<file path="config.mk">
export PLATFORM = sky130hd
export DESIGN_NAME = evm_vote_tally
export DESIGN_NICKNAME = d
export VERILOG_FILES = /design/src/rtl/evm_vote_tally.sv
export SDC_FILE = /design/constraint.sdc
export NUM_CORES = 1
export LEC_CHECK = 0
export BUFFER_PORTS_ARGS = -buffer_cell sky130_fd_sc_hd__clkbuf_2
export CORE_ASPECT_RATIO = 0.75
export CORE_MARGIN = 1.5
export CORE_UTILIZATION = 55
export DETAILED_ROUTE_END_ITERATION = 8
export GPL_TIMING_DRIVEN = 0
export PLACE_DENSITY = 0.79
export SLEW_MARGIN = 20
export SYNTH_ARGS = -nofsm -noshare
export SYNTH_HDL_FRONTEND = slang
export SYNTH_SLANG_ARGS = --single-unit
</file>
<file path="constraint.sdc">
create_clock -name clk -period 10.8 [get_ports clk]
set_input_delay 2.16 -clock clk [delete_from_list [all_inputs] [get_ports clk]]
set_output_delay 2.16 -clock clk [all_outputs]
set_load 0.02 [all_outputs]
</file>
<file path="src/rtl/evm_vote_tally.sv">
// Electronic voting machine tally block.
//
// A voter selects one candidate with a one-hot vote_sel. The selection is held
// pending until confirm_vote commits it or cancel_vote discards it. If neither
// arrives, the selection expires after TIMEOUT idle cycles. Each candidate has
// a saturating counter. The leader, max flags and tie are derived combinationally
// from those counters.
//
// Ports:
//   clk, reset     rising-edge clock; synchronous active-high reset
//   enable_vote    voting session open; dropping it aborts any selection
//   vote_sel       one-hot candidate select (level sampled)
//   confirm_vote   commit the pending selection
//   cancel_vote    discard the pending selection
//   votes          packed counters, candidate i at [i*CNT_W +: CNT_W]
//   max_votes      per-candidate "holds the highest count" flags
//   winner         lowest index among the leaders
//   tie            more than one leader
//   pending        a selection is awaiting confirm
//   vote_accepted  one-cycle pulse: a vote was counted
//   vote_error     one-cycle pulse: multi-hot select or confirm to a full counter
//   vote_timeout   one-cycle pulse: pending selection expired
module evm_vote_tally #(
  parameter int unsigned NUM_CAND = 4,
  parameter int unsigned CNT_W    = 7,
  parameter int unsigned TIMEOUT  = 16
) (
  input  logic                        clk,
  input  logic                        reset,
  input  logic                        enable_vote,
  input  logic [NUM_CAND-1:0]         vote_sel,
  input  logic                        confirm_vote,
  input  logic                        cancel_vote,
  output logic [NUM_CAND*CNT_W-1:0]   votes,
  output logic [NUM_CAND-1:0]         max_votes,
  output logic [$clog2(NUM_CAND)-1:0] winner,
  output logic                        tie,
  output logic                        pending,
  output logic                        vote_accepted,
  output logic                        vote_error,
  output logic                        vote_timeout
);

  localparam int unsigned    IdxW      = $clog2(NUM_CAND);
  localparam logic [CNT_W-1:0] CntMax  = '1;
  localparam logic [7:0]     TimerLast = 8'(TIMEOUT - 1);

  typedef enum logic [1:0] {StIdle, StReady, StSelected} state_e;

  state_e           state_q, state_d;
  logic [IdxW-1:0]  sel_idx_q, sel_idx_d;
  logic [7:0]       timer_q, timer_d;
  logic [CNT_W-1:0] cnt_q [NUM_CAND];
  logic [CNT_W-1:0] cnt_d [NUM_CAND];
  logic             accepted_q, accepted_d;
  logic             error_q, error_d;
  logic             timeout_q, timeout_d;

  // Decode of the raw select lines.
  logic [4:0]       sel_cnt;
  logic [IdxW-1:0]  sel_idx;
  logic [CNT_W-1:0] pend_cnt;
  logic             inc;

  always_comb begin
    sel_cnt  = '0;
    sel_idx  = '0;
    pend_cnt = '0;
    for (int unsigned i = 0; i < NUM_CAND; i++) begin
      sel_cnt = sel_cnt + 5'(vote_sel[i]);
      if (vote_sel[i]) begin
        sel_idx = IdxW'(i);
      end
      if (sel_idx_q == IdxW'(i)) begin
        pend_cnt = cnt_q[i];
      end
    end
  end

  always_comb begin
    state_d    = state_q;
    sel_idx_d  = sel_idx_q;
    timer_d    = timer_q;
    accepted_d = 1'b0;
    error_d    = 1'b0;
    timeout_d  = 1'b0;
    inc        = 1'b0;

    case (state_q)
      StIdle: begin
        if (enable_vote) begin
          state_d = StReady;
        end
      end

      StReady: begin
        if (!enable_vote) begin
          state_d = StIdle;
        end else if (sel_cnt == 5'd1) begin
          sel_idx_d = sel_idx;
          timer_d   = '0;
          state_d   = StSelected;
        end else if (sel_cnt > 5'd1) begin
          error_d = 1'b1;
        end
      end

      StSelected: begin
        if (!enable_vote) begin
          state_d   = StIdle;
          sel_idx_d = '0;
          timer_d   = '0;
        end else if (cancel_vote) begin
          state_d = StReady;
        end else if (confirm_vote) begin
          state_d = StReady;
          if (pend_cnt == CntMax) begin
            error_d = 1'b1;
          end else begin
            inc        = 1'b1;
            accepted_d = 1'b1;
          end
        end else if (sel_cnt == 5'd1) begin
          sel_idx_d = sel_idx;
          timer_d   = '0;
        end else if (sel_cnt > 5'd1) begin
          // Error outranks expiry; the timer keeps running but is held at its
          // last value so the expiry fires on the next quiet cycle.
          error_d = 1'b1;
          if (timer_q < TimerLast) begin
            timer_d = timer_q + 8'd1;
          end
        end else if (timer_q >= TimerLast) begin
          timeout_d = 1'b1;
          state_d   = StReady;
        end else begin
          timer_d = timer_q + 8'd1;
        end
      end

      default: begin
        state_d = StIdle;
      end
    endcase
  end

  always_comb begin
    for (int unsigned i = 0; i < NUM_CAND; i++) begin
      cnt_d[i] = cnt_q[i];
      if (inc && (sel_idx_q == IdxW'(i))) begin
        cnt_d[i] = cnt_q[i] + CNT_W'(1);
      end
    end
  end

  always_ff @(posedge clk) begin
    if (reset) begin
      state_q    <= StIdle;
      sel_idx_q  <= '0;
      timer_q    <= '0;
      cnt_q      <= '{default: '0};
      accepted_q <= 1'b0;
      error_q    <= 1'b0;
      timeout_q  <= 1'b0;
    end else begin
      state_q    <= state_d;
      sel_idx_q  <= sel_idx_d;
      timer_q    <= timer_d;
      cnt_q      <= cnt_d;
      accepted_q <= accepted_d;
      error_q    <= error_d;
      timeout_q  <= timeout_d;
    end
  end

  assign pending       = (state_q == StSelected);
  assign vote_accepted = accepted_q;
  assign vote_error    = error_q;
  assign vote_timeout  = timeout_q;

  always_comb begin
    votes = '0;
    for (int unsigned i = 0; i < NUM_CAND; i++) begin
      votes[i*CNT_W +: CNT_W] = cnt_q[i];
    end
  end

  // Leader flags. An all-zero tally has no leader.
  logic [CNT_W-1:0] max_val;
  logic [4:0]       n_max;
  logic             found;

  always_comb begin
    max_val = '0;
    for (int unsigned i = 0; i < NUM_CAND; i++) begin
      if (cnt_q[i] > max_val) begin
        max_val = cnt_q[i];
      end
    end

    max_votes = '0;
    winner    = '0;
    n_max     = '0;
    found     = 1'b0;
    for (int unsigned i = 0; i < NUM_CAND; i++) begin
      if ((max_val != '0) && (cnt_q[i] == max_val)) begin
        max_votes[i] = 1'b1;
        n_max        = n_max + 5'd1;
        if (!found) begin
          winner = IdxW'(i);
          found  = 1'b1;
        end
      end
    end
    tie = (n_max > 5'd1);
  end

endmodule

</file>
# Yosys cells after proc, flatten, opt, wreduce, memory -nomap -nowiden
# Index checks and enable logic that the tools add are counted.
word_totals:
  ff_bits: 43
  input_bits: 9
  out_inout_bits: 39
  wordCells: 136
classes:
  add_sub_neg: 11
  magnitude_cmp: 8
  eq_ne: 22
  muxes: 67
  bitwise_logic: 2
  n_reduce_logical: 16
ops:
  columns: ["cell", "n"]
  rows:
  - ["$mux 8", 9]
  - ["$mux 7", 8]
  - ["$mux 2", 20]
  - ["$add 7x1->7 const B", 4]
  - ["$eq 7x7->1", 4]
  - ["$mux 1", 23]
  - ["$gt 7x7->1", 3]
  - ["$pmux 8 s2", 1]
  - ["$add 5x1->5 const B", 3]
  - ["$mux 5", 3]
  - ["$ne 5x5->1 const B", 3]
  - ["$ne 5x4->1 const B", 2]
  - ["$ne 3x3->1 const B", 3]
  - ["$add 8x1->8 const B", 1]
  - ["$ge 8x4->1 const B", 1]
  - ["$logic_and 1x1->1", 8]
  - ["$lt 8x4->1 const B", 1]
  - ["$eq 7x7->1 const B", 1]
  - ["$gt 7x1->1 const B", 1]
  - ["$reduce_and 7->1", 1]
  - ["$reduce_bool 7->1", 1]
  - ["$reduce_or 7->1", 1]
  - ["$eq 2x2->1 const B", 3]
  - ["$ne 2x2->1 const B", 3]
  - ["other kinds (15)", 18]

# Depth between registers and ports, before layout
depth:
  depth_word: 18
  depth_mapped: 34
  depth_no_buf: 33

# Worst setup path before layout
# Ideal clock, no wire load.
synth_path:
  path_type: "register to output"
  from: "register cnt_q (netlist bit votes[0])"
  to: "output port tie"
  arrival_ns: 7.443
  required_ns: 8.640
  slack_ns: 1.197
  path_stages_with_launch: 33
  path_buffers: 2
  cell_sequence: "dfxtp_1 -> inv_1 -> ha_1 -> nor4b_1 -> a21oi_1 -> inv_1 -> ha_1 -> a21oi_1 -> a21oi_4 -> o22ai_4 -> mux2_4 -> ha_1 -> nand3b_1 -> a21o_1 -> a21oi_4 -> a211oi_1 -> or2_1 -> ha_1 -> nand3b_1 -> a21oi_1 -> o21a_1 -> clkbuf_1 -> clkbuf_1 -> nor2_1 -> a21oi_1 -> xnor2_1 -> nor4_1 -> and4_1 -> inv_1 -> ha_1 -> and4b_1 -> a41o_1 -> nor4_1"
synth_between:
  elab_chain_cells: 18
  elab_cells_between_ends: 25
  cone_classes: "3 x add/sub; 5 x order compare; 4 x eq/ne; 8 x mux; 5 x reduce/logical"
synth_lines:
  columns: ["item", "line_no", "text"]
  rows:
  - ["start: declaration", "53", "logic [CNT_W-1:0] cnt_q [NUM_CAND];"]
  - ["start signal: assignment", "169", "cnt_q <= cnt_d;"]
  - ["$gt 7x1->1", "196", "if (cnt_q[i] > max_val) begin"]
  - ["$mux 7", "196", null]
  - ["$gt 7x7->1", "196", null]
  - ["$mux 7", "196", null]
  - ["$gt 7x7->1", "196", null]
  - ["$mux 7", "196", null]
  - ["$gt 7x7->1", "196", null]
  - ["$mux 7", "196", null]
  - ["[2 not listed]", null, null]
  - ["$mux 1", "206", "if ((max_val != '0) && (cnt_q[i] == max_val)) begin"]
  - ["$add 5x1->5", "208", "n_max = n_max + 5'd1;"]
  - ["$mux 5", "206", null]
  - ["$add 5x1->5", "208", null]
  - ["$mux 5", "206", null]
  - ["$add 5x1->5", "208", null]
  - ["$mux 5 *", "206", null]
  - ["$gt 5x1->1 *", "215", "tie = (n_max > 5'd1);"]
  - ["end: declaration", "37", "output logic tie,"]
# Every way passes the cells marked *; elsewhere a longest branch is shown, timed or not.

# Worst setup path in the final report
layout_path:
  from: "register cnt_q (netlist bit votes[1])"
  to: "output port tie"
# Same word-level chain as after synthesis.

==> flow_summary_export.csv <==
group,metric,value,unit
timing,min_period,10.33,ns
worst_setup_path,crit_type,"flop to output pin",
global_routing,antenna_found_initial,0,
place,gp_congestion,0.994,
power,fin_total_pwr,360,uW
final_layout,nets,593,
worst_setup_path,worstPathArrival,8.17,ns
clock_tree,hold_buffers,0,
logic_synthesis,yosysWarnings,0,
global_routing,grt_max_degree,16,
logic_synthesis,syn_avg_cell_area,7.87,um2
drt,wl_per_cell,17.9,um
global_routing,track_usage,0.300,
final_layout,fill_cells,592,
place,hpwlAfterDp,8.54,mm
die,io_pins,48,
timing,tns,0,ns
clock_tree,cts_root_buffer,"clkbuf_8",
timing,max_slew.worst_pin.slew,0.692,ns
logic_synthesis,synth_edf_count,0,
timing,timing.fmax,96.9,MHz
clock_tree,clkLatencyLatePin,0.31,ns
flow_run,max-cap-violations,0,
final_layout,synthToLayoutAreaGrowth,14.0,%
die,die-area,0.00753,mm2
worst_setup_path,slowest_delay,0.48,ns
worst_setup_path,end_kind,"output pin",
logic_synthesis,syn_area,0.00386,mm2
timing,slew_headroom,0.527,
timing,post-route-period-util,0.956,
die,die_h,75.5,um
die,die_x,99.7,um
global_routing,grt_pass1_wl,17.7,mm
timing,final-setup-viol-count,0,
status,outcome,"finished clean",
clock_tree,cts_buffer_depth,2,
clock_tree,cts_tree,"built",
clock_tree,cts.sinks,43,
clock_tree,cts.clk_slew.worst_paths,0.09,ns
logic_synthesis,synth_nets,538,
die,rows,26,
final_layout,drive_gt1_frac,0.172,
final_layout,multiInputGateArea,0.00282,mm2
logic_synthesis,ys_ff_latch,43,
logic_synthesis,synth_flop_cell,"dfxtp_1",
logic_synthesis,async_reset_ff_frac,0,
power,p_leak,1.84,nW
global_routing,overflow,0,
final_layout,final_cells,630,
timing,skew,0.0160,ns
final_layout,final_cell_area,0.00440,mm2
final_layout,ff_latch_area,862,um2
global_routing,first_global_vias,3545,
power,power.density,81.9,mW/mm2
drt,route.detailed.drc,0,
worst_setup_path,worstPathRequired,8.64,ns
logic_synthesis,seq_area_frac_synth,0.223,
clock_tree,cts_buffers,5,
power,ir_drop,0.0575,mV
timing,hold_violations,0,
drt,firstDrtPassIters,5,
drt,vias,3940,
die,core,0.00680,mm2
worst_setup_path,cpMaxStageDelayCell,"o31ai_2",
drt,via_per_inst,6.25,
worst_setup_path,cp_common_cell,"ha_1",
die,start_util,0.568,
worst_setup_path,worst-path-max-fanout,10,
logic_synthesis,ys_types,71,
final_layout,antennaDiodeCount,0,
place,dpl_cell_area,0.00419,mm2
min_path,holdCritPathClass,"flop to flop",
clock_tree,htreeDepth,2,
logic_synthesis,synthCells,490,
drt,ant_nets,0,
place,port_buffers,46,
worst_setup_path,start_kind,"flop",
place,placed_cells,620,
drt,wirelength,11.3,mm
drt,drtIter0Drc,376,
timing,drv_slew,0,
-- final timing paths --
| kind | startpoint | to | slack [ns] | cells past startpoint |
|---|---|---|---|---|
| worst max-delay path | votes[1] | tie | 0.47 | 31 |
| worst min-delay path | timer_q[5] | timer_q[5] | 0.48 | 2 |
| worst max register to register | votes[9] | votes[5] | 7.57 | 12 |
| worst min register to register | timer_q[5] | timer_q[5] | 0.48 | 2 |
-- logic make-up (layout without fill, tap and decap cells) --
| logic type | after synthesis | count (layout) | share of synthesized area |
|---|---|---|---|
| AO/OA/AOI/OAI | 121 | 121 | 0.224 |
| XOR/XNOR | 45 | 45 | 0.102 |
| adder cells (fa/ha/maj) | 39 | 39 | 0.128 |
| buffers and inverters | 55 | 111 | 0.0548 |
| flip-flops | 43 | 43 | 0.223 |
| multiplexers | 14 | 14 | 0.0392 |
| AND/OR/NAND/NOR | 173 | 173 | 0.228 |
-- report_power, final --
part           switching (mW)  internal, mW
Clock                  0.0655        0.0940
Combinational          0.0243        0.0133
Sequential            0.00220         0.161
-- repair_timing --
action,4_1_cts,5_1_grt
buffers inserted,0,2
endpoints found under the setup margin,0,2
resized for setup,0,14
-- final cells by class --
type	count	share of cell area
plain buffers	19	0.0179
repair buffers	48	0.0586
flip-flops and latches	43	0.196
well taps	84	0.0239
clock buffers	5	0.0156
inverters	36	0.0307
multi-input cells	392	0.641
clock inverters	3	0.0162
-- layout by cell type, fill, tap and decap left out, types with 8 or more instances in the layout --
cell type	Yosys	layout
nand4_1	12	12
nand2_1	26	26
mux2i_1	10	10
a21oi_1	32	29
nor2_1	68	68
ha_1	38	38
nand3_1	14	14
o21ai_0	20	18
xor2_1	10	10
inv_1	36	36
nor4_1	8	8
nor3_1	8	8
clkbuf_2	0	47
xnor2_1	35	35
dfxtp_1	43	42
o21a_1	8	8
clkbuf_1	13	11
-- state kept, by name, indices dropped and copies added (netlist names) --
register       count
timer_q            8
state_q            2
vote_error         1
sel_idx_q          2
votes             28
vote_timeout       1
vote_accepted      1
-- metal layers --
layer,global-route usage,vias to the layer above,share of wire
li1,-,1877,-
met1,0.431,1848,0.45
met2,0.481,187,0.44
met3,0.0431,28,0.084
met4,0.0689,0,0.022
met5,0,-,0
-- worst max-delay path, delay by kind of cell, from the launching register on --
family	cells	cell delay [ns]
and+or+nand+nor	6	1.34
muxes	1	0.46
AOI/OAI and AO/OA	13	3.26
buffers and inverters	6	1.00
DFF	1	0.47
adders and majority gates	5	1.29
-- synthesized netlist by cell type (12+ instances only) --
| library cell | instances | area share |
|---|---|---|
| a21oi_1 | 32 | 0.042 |
| clkbuf_1 | 13 | 0.013 |
| dfxtp_1 | 43 | 0.22 |
| ha_1 | 38 | 0.12 |
| inv_1 | 36 | 0.035 |
| nand2_1 | 26 | 0.025 |
| nand3_1 | 14 | 0.018 |
| nand4_1 | 12 | 0.019 |
| nor2_1 | 68 | 0.066 |
| o21ai_0 | 20 | 0.026 |
| xnor2_1 | 35 | 0.079 |
-- metrics by stage --
stage / utilization / setup WS (ns) / hold WS (ns)
after floorplan: - / 1.20 / 0.429
after global placement: 0.617 / 0.558 / 0.450
after detailed placement: 0.617 / 0.501 / 0.466
after CTS: 0.637 / 0.116 / 0.487
after global routing: 0.647 / -0.0177 / 0.527
final: 0.647 / 0.475 / 0.482
Note: power is estimated with default switching activity, not from simulation.
